--- src/rtl/mult_arbiter.sv ---
// rtl/mult_arbiter.sv - four-requester round-robin arbiter feeding a shift-add x1/x3/x7/x8 multiplier
module mult_arbiter #(
  parameter int DW = 8
) (
  input  logic            clk,
  input  logic            rst,
  input  logic [3:0]      req,
  input  logic [4*DW-1:0] din,
  output logic [3:0]      grant,
  output logic            busy,
  output logic [DW+2:0]   out,
  output logic            out_valid,
  output logic [1:0]      out_id,
  output logic [1:0]      out_phase
);

  localparam int OW = DW + 3;

  typedef enum logic [2:0] {
    IDLE = 3'd0,
    P0   = 3'd1,
    P1   = 3'd2,
    P2   = 3'd3,
    P3   = 3'd4
  } state_t;

  state_t        state;
  logic [DW-1:0] d_reg;
  logic [1:0]    cur_id;
  logic [1:0]    last_id;

  logic          found;
  logic [1:0]    win;
  logic [1:0]    idx;
  logic [OW-1:0] d_ext;
  logic [OW-1:0] x3;
  logic [OW-1:0] x7;
  logic [OW-1:0] x8;
  logic [OW-1:0] prod;
  logic [1:0]    phase;

  assign busy = (state != IDLE);

  // Round-robin search starting just after the last winner
  always_comb begin
    found = 1'b0;
    win   = 2'd0;
    idx   = 2'd0;
    for (int k = 1; k <= 4; k++) begin
      idx = last_id + 2'(k);
      if (!found && req[idx]) begin
        found = 1'b1;
        win   = idx;
      end
    end
  end

  // Shift-add coefficients on the zero-extended operand, then pick by phase
  always_comb begin
    d_ext = {3'b000, d_reg};
    x3    = d_ext + (d_ext << 1);
    x7    = x3 + (d_ext << 2);
    x8    = d_ext << 3;
    prod  = d_ext;
    phase = 2'd0;
    case (state)
      P0: begin prod = d_ext; phase = 2'd0; end
      P1: begin prod = x3;    phase = 2'd1; end
      P2: begin prod = x7;    phase = 2'd2; end
      P3: begin prod = x8;    phase = 2'd3; end
      default: begin prod = d_ext; phase = 2'd0; end
    endcase
  end

  // Sequencer: arbitrate in IDLE/P3, emit one product per phase
  always_ff @(posedge clk or negedge rst) begin
    if (!rst) begin
      state     <= IDLE;
      grant     <= 4'b0000;
      out       <= '0;
      out_valid <= 1'b0;
      out_id    <= 2'd0;
      out_phase <= 2'd0;
      d_reg     <= '0;
      cur_id    <= 2'd0;
      last_id   <= 2'd3;
    end else begin
      grant <= 4'b0000;
      if (state != IDLE) begin
        out       <= prod;
        out_valid <= 1'b1;
        out_phase <= phase;
        out_id    <= cur_id;
      end else begin
        out_valid <= 1'b0;
      end
      case (state)
        P0: state <= P1;
        P1: state <= P2;
        P2: state <= P3;
        default: begin
          if (found) begin
            d_reg   <= din[DW*win +: DW];
            cur_id  <= win;
            last_id <= win;
            grant   <= 4'b0001 << win;
            state   <= P0;
          end else begin
            state   <= IDLE;
          end
        end
      endcase
    end
  end

endmodule

--- config.mk ---
export PLATFORM = sky130hd
export DESIGN_NAME = mult_arbiter
export DESIGN_NICKNAME = d
export VERILOG_FILES = /design/src/rtl/mult_arbiter.sv
export SDC_FILE = /design/constraint.sdc
export NUM_CORES = 1
export LEC_CHECK = 0
export BUFFER_PORTS_ARGS = -buffer_cell sky130_fd_sc_hd__buf_2
export CAP_MARGIN = 20
export CORE_ASPECT_RATIO = 1.4
export CORE_MARGIN = 2
export CORE_UTILIZATION = 50
export DETAILED_ROUTE_END_ITERATION = 12
export PLACE_DENSITY = 0.74
export SETUP_SLACK_MARGIN = 0.4
export SLEW_MARGIN = 20
export SYNTH_ARGS = -nofsm -noshare
export SYNTH_HDL_FRONTEND = slang
export SYNTH_SLANG_ARGS = --single-unit
--- constraint.sdc ---
create_clock -name clk -period 3.75 [get_ports clk]
set_input_delay 0.1875 -clock clk [delete_from_list [all_inputs] [get_ports clk]]
set_output_delay 0.1875 -clock clk [all_outputs]
set_load 0.01 [all_outputs]
After elaboration in Yosys (flattened, before gate mapping)
Index checks and enable logic that the tools add are counted.

Equal/unequal tests: 4. Mux-type cells: 23. Reduce and logical (&&, ||, !) cells: 9. $add $sub $neg: 5. Order comparisons: 4. Bitwise gates (word level): 1. Shifts and indexed selects: 2.

Operators with widths (number): $pmux W11 S3 (1); $shiftx A32 B6 Y8 (1); $lt A2 B3 Y1 const B (4); $add A10 B10 Y11 (1); $add A8 B9 Y10 (1); $mux W1 (10); $pmux W3 S3 (1); $bmux W1 S2 (4); $mux W2 (4); $mux W4 (2); $eq A3 B2 Y1 const B (2); $pmux W2 S3 (1); $add A2 B2 Y2 const B (2); $shl A1 B2 Y4 const A (1); $eq A3 B1 Y1 const B (1); $eq A3 B3 Y1 const B (1); $logic_and A1 B1 Y1 (3); $logic_not A1 Y1 (3); $reduce_bool A3 Y1 (1); $reduce_or A3 Y1 (1); $add A2 B1 Y2 const B (1); $reduce_and A2 Y1 (1); $not A1 Y1 (1).

Logic and storage cells: 57. Input port bits: 38. Flip-flop bits (word level): 35.

Longest topological paths before layout
Gate-level depths: netlist (run 1).

Depth in word-level cells: 16. Depth in mapped cells: 13. Gate-level depth less buffers: 12.

Worst setup path before layout (run 1)
OpenSTA, ideal clock, no wires.

Path type: flip-flop to flip-flop. From: register d_reg[1]. To: register out[8]. Required time: 3.599 ns. Path slack: 1.061 ns. Clock period less this slack: 2.689 ns. Cell stages (with the launch flop): 12. Setup time: 0.151 ns. Arrival: 2.538 ns. Cell sequence: dfrtp_1 ha_1 fa_1 a21o_1 a21oi_1 xnor2_1 ha_1 o21a_1 o31a_1 nor2_1 mux2i_1 o311ai_0.

Word-level cells in the longest chain between the ends: 3.

RTL lines: from (decl) (RTL line 28) `logic [DW-1:0] d_reg;`; from (signal assigned) (RTL line 103) `d_reg <= din[DW*win +: DW];`; $add A8 B9 Y10 (RTL line 61) `x3 = d_ext + (d_ext << 1);`; $add A10 B10 Y11 (RTL line 62) `x7 = x3 + (d_ext << 2);`; $pmux W11 S3 (*) (RTL line 66) `case (state)`; to (signal assigned) (RTL line 90) `out <= prod;`; to (decl) (RTL line 11) `output logic [DW+2:0] out,`.

Every way passes the cells marked *; elsewhere a longest branch is shown, timed or not. A chain may end at the register's enable or synchronous reset.

Worst setup path in the final report (run 1)
From: register d_reg[1]. To: register out[6].

Same word-level chain as after synthesis.

==> insert_results.sql, run 1 <==
INSERT INTO impl_metrics (metric_group, metric, value, unit) VALUES
('placement', 'port_buffers', '58', ''),
('yosys', 'yosysUniqueCellTypes', '54', ''),
('worst_hold_path', 'holdCritPathClass', 'input pin to flip-flop', ''),
('sta', 'unrepaired_setup_endpoints_after_global_routing', 'no', ''),
('final_layout', 'layout.filler_cells', '496', ''),
('floorplan', 'initial_core_util', '0.521', ''),
('sta', 'maxSlewViolCount', '0', ''),
('routing', 'drtAntennaViolNets', '0', ''),
('yosys', 'synth-edff-count', '0', ''),
('routing', 'drc_errors', '0', ''),
('clock_network', 'clock_tree_from_tritoncts', 'built', ''),
('clock_network', 'clock-sinks', '35', ''),
('placement', 'dp.final_hpwl', '5.10', 'mm'),
('floorplan', 'placementRows', '31', ''),
('power', 'total_power', '3570', 'uW'),
('clock_network', 'postCtsResizedCells', '0', ''),
('yosys', 'netlist.top_cell.by_area', 'sky130_fd_sc_hd__dfrtp_1', ''),
('sta', 'finalHoldViolCount', '0', ''),
('floorplan', 'dieWidth', '66.2', 'um'),
('sta', 'fin_crit_sh', '0.826', ''),
('critical_path', 'wp_data_required', '3910', 'ps'),
('yosys', 'synth_largest_type_area_fraction', '0.305', ''),
('sta', 'fin_crit', '3100', 'ps'),
('final_layout', 'largest_reg_flops', '11', ''),
('floorplan', 'design.portCount', '59', ''),
('grt', 'vias_in_the_first_global_route', '2439', ''),
('yosys', 'synthesis.area_per_instance', '9.31', 'um^2'),
('routing', 'vias', '2406', ''),
('clock_network', 'cts_inserted_buffers', '5', ''),
('routing', 'drt_first_iter_violations', '123', ''),
('critical_path', 'critical_path_peak_fanout', '7', ''),
('sta', 'final-setup-viol-count', '0', ''),
('sta', 'worst_slew_pin_slew', '932', 'ps'),
('final_layout', 'antenna_cells_inserted', '0', ''),
('floorplan', 'die_area', '0.00603', 'mm^2'),
('grt', 'antenna_found_initial', '0', ''),
('clock_network', 'cts_hold_buffers', '1', ''),
('critical_path', 'start_kind', 'flip-flop', ''),
('critical_path', 'timing.critical_path.arrival', '3260', 'ps'),
('routing', 'drt_pre_antenna_iters', '4', ''),
('yosys', 'synthTopCellsByArea', 'sky130_fd_sc_hd__dfrtp_1 30%, sky130_fd_sc_hd__ha_1 6.9%, sky130_fd_sc_hd__mux2i_1 6.7%', ''),
('grt', 'global_route.usage.total', '0.232', ''),
('final_layout', 'nets', '400', ''),
('critical_path', 'kind_of_capture_point_of_the_worst_setup_path', 'flip-flop', ''),
('yosys', 'synth_seq_cells', '35', ''),
('power', 'cellPowerDensity', '1140', 'mW/mm^2'),
('clock_network', 'clkLatencyLatePin', '290', 'ps'),
('clock_network', 'max_clock_buf_depth', '2', ''),
('clock_network', 'cts.reportedPaths.clkPinSlew', '80', 'ps'),
('routing', 'detail_route.wirelength', '6.46', 'mm'),
('yosys', 'yosysWarningCount', '0', ''),
('final_layout', 'most-common-layout-cells', '58 x sky130_fd_sc_hd__buf_2, 33 x sky130_fd_sc_hd__dfrtp_1, 28 x sky130_fd_sc_hd__nand2_1', ''),
('critical_path', 'path_class', 'flip-flop to flip-flop', ''),
('grt', 'wire_length_of_the_first_global_routing_pass', '11.0', 'mm'),
('power', 'leakage', '0.00148', 'uW'),
('yosys', 'synthFlopType', 'sky130_fd_sc_hd__dfrtp_1', ''),
('sta', 'setup_tns', '0', 'ps'),
('yosys', 'mapped_nets', '346', ''),
('grt', 'grt-ovfl-total', '0', ''),
('yosys', 'postSynth.asyncResetShare', '1.00', ''),
('yosys', 'seq_area_frac_synth', '0.324', ''),
('yosys', 'postSynthCellCount', '291', ''),
('power', 'peakVddDrop', '0.379', 'mV'),
('grt', 'grt_start_max_net_pins', '36', ''),
('clock_network', 'clockRootBuffer', 'sky130_fd_sc_hd__clkbuf_8', ''),
('sta', 'timing.clock.skew', '7.08', 'ps'),
('clock_network', 'postCtsSetupRepairBufs', '0', ''),
('yosys', 'syn_area', '0.00271', 'mm^2'),
('routing', 'vias_per_cell', '5.84', ''),
('floorplan', 'die_y_extent', '91.1', 'um'),
('final_layout', 'final_common_cell', 'sky130_fd_sc_hd__buf_2', ''),
('placement', 'gp_congestion', '0.873', ''),
('final_layout', 'drive_gt1_frac', '0.254', ''),
('outcome', 'run_status', 'complete, no violations', ''),
('sta', 'max_slew_margin', '0.379', ''),
('flow_run', 'max_cap_violations', '0', ''),
('floorplan', 'fp.coreArea', '0.00520', 'mm^2'),
('sta', 'fmax', '0.323', 'GHz'),
('routing', 'detail_route.wl_per_cell', '15.7', 'um'),
('final_layout', 'growth_of_design_area_from_synthesis_to_finish', '15.8', '%'),
('clock_network', 'clock_tree.htree_level_count', '2', '');
==> where the power goes <==
group / leakage [uW] / switching [uW] / internal [uW]
clock network: 0.0000581 / 150 / 198
logic: 0.000992 / 1300 / 1080
registers: 0.000433 / 266 / 570
==> worst max-delay path: stages (launching register included) <==
cell	delay, ps
sky130_fd_sc_hd__dfrtp_1	470
sky130_fd_sc_hd__ha_1	260
sky130_fd_sc_hd__fa_1	430
sky130_fd_sc_hd__xor2_1	320
sky130_fd_sc_hd__inv_1	110
sky130_fd_sc_hd__fa_1	410
sky130_fd_sc_hd__nor2b_1	230
sky130_fd_sc_hd__o31a_1	220
sky130_fd_sc_hd__a211oi_1	70
sky130_fd_sc_hd__a211oi_1	280
sky130_fd_sc_hd__o221ai_1	150
==> Yosys cell counts, types with 6 or more instances <==
cell type	number
sky130_fd_sc_hd__nand2b_1	7
sky130_fd_sc_hd__ha_1	15
sky130_fd_sc_hd__nor2_1	22
sky130_fd_sc_hd__a21oi_1	18
sky130_fd_sc_hd__o211ai_2	7
sky130_fd_sc_hd__o21ai_0	23
sky130_fd_sc_hd__and4_1	8
sky130_fd_sc_hd__dfrtp_1	33
sky130_fd_sc_hd__o31a_1	9
sky130_fd_sc_hd__nand2_1	28
sky130_fd_sc_hd__mux2i_1	18
sky130_fd_sc_hd__a211oi_1	6
sky130_fd_sc_hd__inv_1	8
sky130_fd_sc_hd__nor2b_1	6
==> cell type report <==
class | count | area (um^2) | area share
clock buffers | 5 | 68.8 | 0.0219
clock inverters | 3 | 43.8 | 0.0140
inverters | 8 | 30.0 | 0.00957
multi-input cells | 236 | 1730 | 0.552
flip-flops and latches | 35 | 878 | 0.280
well taps | 66 | 82.6 | 0.0263
repair buffers | 59 | 300 | 0.0957
==> metrics by stage <==
| step | util | worst slack (ps) | instance area (um^2) | cells | hold slack, ps |
|---|---|---|---|---|---|
| finish | 0.604 | 654 | 3140 | 412 | 199 |
| floorplan | - | 1060 | 2710 | 291 | -108 |
| detailed placement | 0.580 | 703 | 3010 | 403 | 310 |
| global placement | 0.580 | 740 | 3010 | 403 | 307 |
| global route | 0.604 | 487 | 3140 | 412 | 209 |
| CTS | 0.604 | 703 | 3140 | 412 | 201 |
==> logic make-up (layout without fill, tap and decap cells) <==
logic type / count (synthesis) / in the layout / share of synthesized area
DFF: 35 / 35 / 0.324
xor gates and xnor gates: 8 / 8 / 0.0259
and+or+nand+nor: 94 / 94 / 0.190
adders and majority gates: 17 / 17 / 0.0841
buffers and inverters: 20 / 75 / 0.0360
muxes: 22 / 22 / 0.0831
AOI/OAI and AO/OA: 95 / 95 / 0.256
==> routing by layer <==
layer / part of all wire / track usage / vias up / routed length (um)
met3: 0.049 / 0.0434 / 19 / 316
li1: - / - / 1191 / -
met4: 0.029 / 0.0918 / 0 / 188
met2: 0.53 / 0.426 / 83 / 3410
met5: 0 / 0 / - / 0
met1: 0.39 / 0.254 / 1113 / 2550
==> path summary, 6_finish.rpt <==
kind | end | slack [ps] | depth (start not counted) | startpoint
min reg2reg | cur_id[1]$_DFFE_PN0P_ | 490 | 2 | cur_id[1]$_DFFE_PN0P_
max reg2reg | out[6]$_DFFE_PN0P_ | 650 | 10 | d_reg[1]$_DFFE_PN0P_
min in group asynchronous | out[8]$_DFFE_PN0P_ | 490 | 2 | rst
min | d_reg[4]$_DFFE_PN0P_ | 200 | 3 | din[20]
max | out[6]$_DFFE_PN0P_ | 650 | 10 | d_reg[1]$_DFFE_PN0P_
max in group asynchronous | d_reg[5]$_DFFE_PN0P_ | 2750 | 2 | rst
Power figures use the tool's default switching activity.
==> run 2: changes to the inputs <==
==> constraint.sdc (replaced) <==
create_clock -name clk -period 3.15 [get_ports clk]
set_input_delay 0.1575 -clock clk [delete_from_list [all_inputs] [get_ports clk]]
set_output_delay 0.1575 -clock clk [all_outputs]
set_load 0.01 [all_outputs]
==> insert_results.sql, run 2 (same netlist as run 1, synthesis figures left out) <==
INSERT INTO impl_metrics (metric_group, metric, value, unit) VALUES
('sta', 'worst_slew_pin_slew', '947', 'ps'),
('clock_network', 'clock_tree.htree_level_count', '2', ''),
('sta', 'max_slew_margin', '0.369', ''),
('final_layout', 'growth_of_design_area_from_synthesis_to_finish', '24.5', '%'),
('worst_hold_path', 'worstHoldStart', 'din[18]', ''),
('sta', 'maxSlewViolCount', '0', ''),
('critical_path', 'critical_path_peak_fanout', '4', ''),
('critical_path', 'ff2ff_path_depth', '10', ''),
('flow_run', 'max_cap_violations', '0', ''),
('critical_path', 'r2r_slack', '340', 'ps'),
('routing', 'vias_per_cell', '6.02', ''),
('grt', 'vias_in_the_first_global_route', '2539', ''),
('worst_hold_path', 'worstHoldPathCells', '3', ''),
('critical_path', 'wp_data_required', '3310', 'ps'),
('placement', 'dp.final_hpwl', '5.03', 'mm'),
('final_layout', 'final_common_cell', 'sky130_fd_sc_hd__buf_2', ''),
('sta', 'fmax', '0.356', 'GHz'),
('grt', 'grt_start_max_net_pins', '36', ''),
('sta', 'fin_crit', '2810', 'ps'),
('clock_network', 'clock_tree_from_tritoncts', 'built', ''),
('sta', 'timing.clock.skew', '15.1', 'ps'),
('placement', 'gp_congestion', '0.864', ''),
('final_layout', 'antenna_cells_inserted', '0', ''),
('routing', 'drt_pre_antenna_iters', '5', ''),
('clock_network', 'cts_inserted_buffers', '5', ''),
('outcome', 'run_status', 'complete, no violations', ''),
('grt', 'grt-ovfl-total', '0', ''),
('routing', 'detail_route.wl_per_cell', '16.9', 'um'),
('routing', 'detail_route.wirelength', '7.19', 'mm'),
('sta', 'setup_tns', '0', 'ps'),
('critical_path', 'worst_r2r_src', 'd_reg[2]$_DFFE_PN0P_', ''),
('floorplan', 'die_y_extent', '91.1', 'um'),
('power', 'leakage', '0.00154', 'uW'),
('critical_path', 'path_class', 'flip-flop to flip-flop', ''),
('worst_hold_path', 'holdCritPathClass', 'input pin to flip-flop', ''),
('critical_path', 'kind_of_capture_point_of_the_worst_setup_path', 'flip-flop', ''),
('final_layout', 'largest_reg_flops', '11', ''),
('grt', 'global_route.usage.total', '0.244', ''),
('power', 'cellPowerDensity', '1440', 'mW/mm^2'),
('floorplan', 'dieWidth', '66.2', 'um'),
('sta', 'final-setup-viol-count', '0', ''),
('final_layout', 'final_core_util', '0.649', ''),
('routing', 'drt_first_iter_violations', '320', ''),
('floorplan', 'die_area', '0.00603', 'mm^2'),
('sta', 'unrepaired_setup_endpoints_after_global_routing', 'yes', ''),
('final_layout', 'nets', '414', ''),
('worst_hold_path', 'hold_path_end', 'd_reg[2]$_DFFE_PN0P_', ''),
('sta', 'final.hold.worst_slack', '166', 'ps'),
('clock_network', 'clkLatencyLatePin', '300', 'ps'),
('floorplan', 'placementRows', '31', ''),
('routing', 'drtAntennaViolNets', '0', ''),
('placement', 'port_buffers', '58', ''),
('clock_network', 'clockRootBuffer', 'sky130_fd_sc_hd__clkbuf_8', ''),
('clock_network', 'max_clock_buf_depth', '2', ''),
('clock_network', 'cts.reportedPaths.clkPinSlew', '80', 'ps'),
('floorplan', 'initial_core_util', '0.521', ''),
('clock_network', 'clock-sinks', '35', ''),
('power', 'peakVddDrop', '0.577', 'mV'),
('final_layout', 'most-common-layout-cells', '58 x sky130_fd_sc_hd__buf_2, 28 x sky130_fd_sc_hd__nand2_1, 28 x sky130_fd_sc_hd__dfrtp_1', ''),
('floorplan', 'design.portCount', '59', ''),
('grt', 'wire_length_of_the_first_global_routing_pass', '11.6', 'mm'),
('critical_path', 'start_kind', 'flip-flop', ''),
('routing', 'vias', '2565', ''),
('critical_path', 'timing.critical_path.arrival', '2970', 'ps'),
('routing', 'drc_errors', '0', ''),
('sta', 'fin_crit_sh', '0.893', ''),
('final_layout', 'drive_gt1_frac', '0.358', ''),
('grt', 'antenna_found_initial', '0', ''),
('sta', 'finalHoldViolCount', '0', ''),
('critical_path', 'endpoint_of_the_lowest_slack_register_to_register_path', 'out[6]$_DFFE_PN0P_', ''),
('floorplan', 'fp.coreArea', '0.00520', 'mm^2');
## run 2: report_power, final
group	leakage [uW]	total (uW)	internal (uW)	switching [uW]
logic	0.00107	3510	1690	1820
registers	0.000427	1000	686	315
clock network	0.0000412	330	155	175
total	0.00154	4840	2530	2310
## run 2: worst max-delay path, stage by stage, from the launching register on
cell                       delay [ps]
sky130_fd_sc_hd__dfrtp_2          480
sky130_fd_sc_hd__buf_6            150
sky130_fd_sc_hd__fa_2             430
sky130_fd_sc_hd__xor2_2           250
sky130_fd_sc_hd__inv_1            100
sky130_fd_sc_hd__fa_1             450
sky130_fd_sc_hd__nor2b_2          190
sky130_fd_sc_hd__o31a_1           220
sky130_fd_sc_hd__a211oi_1          70
sky130_fd_sc_hd__a211oi_1         200
sky130_fd_sc_hd__o221ai_1         150
## run 2: per-stage QoR
step	setup WS (ps)	cells	total power (uW)	cell area [um^2]
global placement	276	406	3760	3040
CTS	385	421	4370	3240
detailed placement	225	406	3850	3040
global route	258	426	5220	3370
finish	338	426	4840	3370
floorplan	461	291	3190	2710
## run 2: area by class of cell
cell class | instances | area, um^2
Fill cell | 443 | 1830
Clock inverter | 2 | 12.5
Timing Repair Buffer | 73 | 409
Inverter | 8 | 30.0
Tap cell | 66 | 82.6
Sequential cell | 35 | 885
Clock buffer | 6 | 72.6
Multi-Input combinational cell | 236 | 1880
## run 2: how the worst max path moves through the flow
stage                    endpoint            startpoint  cells past startpoint  slack, ps
6_report       out[6]$_DFFE_PN0P_  d_reg[2]$_DFFE_PN0P_                     10        340
5_1_grt        out[9]$_DFFE_PN0P_  d_reg[2]$_DFFE_PN0P_                     12        260
4_1_cts        out[6]$_DFFE_PN0P_  d_reg[1]$_DFFE_PN0P_                     10        390
3_5_place_dp   out[8]$_DFFE_PN0P_  d_reg[1]$_DFFE_PN0P_                     11        230
3_3_place_gp   out[8]$_DFFE_PN0P_  d_reg[1]$_DFFE_PN0P_                     11        280
2_1_floorplan  out[8]$_DFFE_PN0P_  d_reg[1]$_DFFE_PN0P_                     11        460
## run 2: what timing repair did
action	4_1_cts	5_1_grt
pin swaps	7	17
buffers inserted	6	5
endpoints found under the hold margin	33	0
hold buffers	1	0
endpoints found under the setup margin	5	7
gates resized for setup	15	19
## run 2: routing by layer
layer / track usage / vias to the layer above / wire length (um)
li1: - / 1212 / -
met1: 0.265 / 1211 / 2630
met2: 0.443 / 123 / 3880
met3: 0.0570 / 19 / 522
met4: 0.0901 / 0 / 159
met5: 0 / - / 0
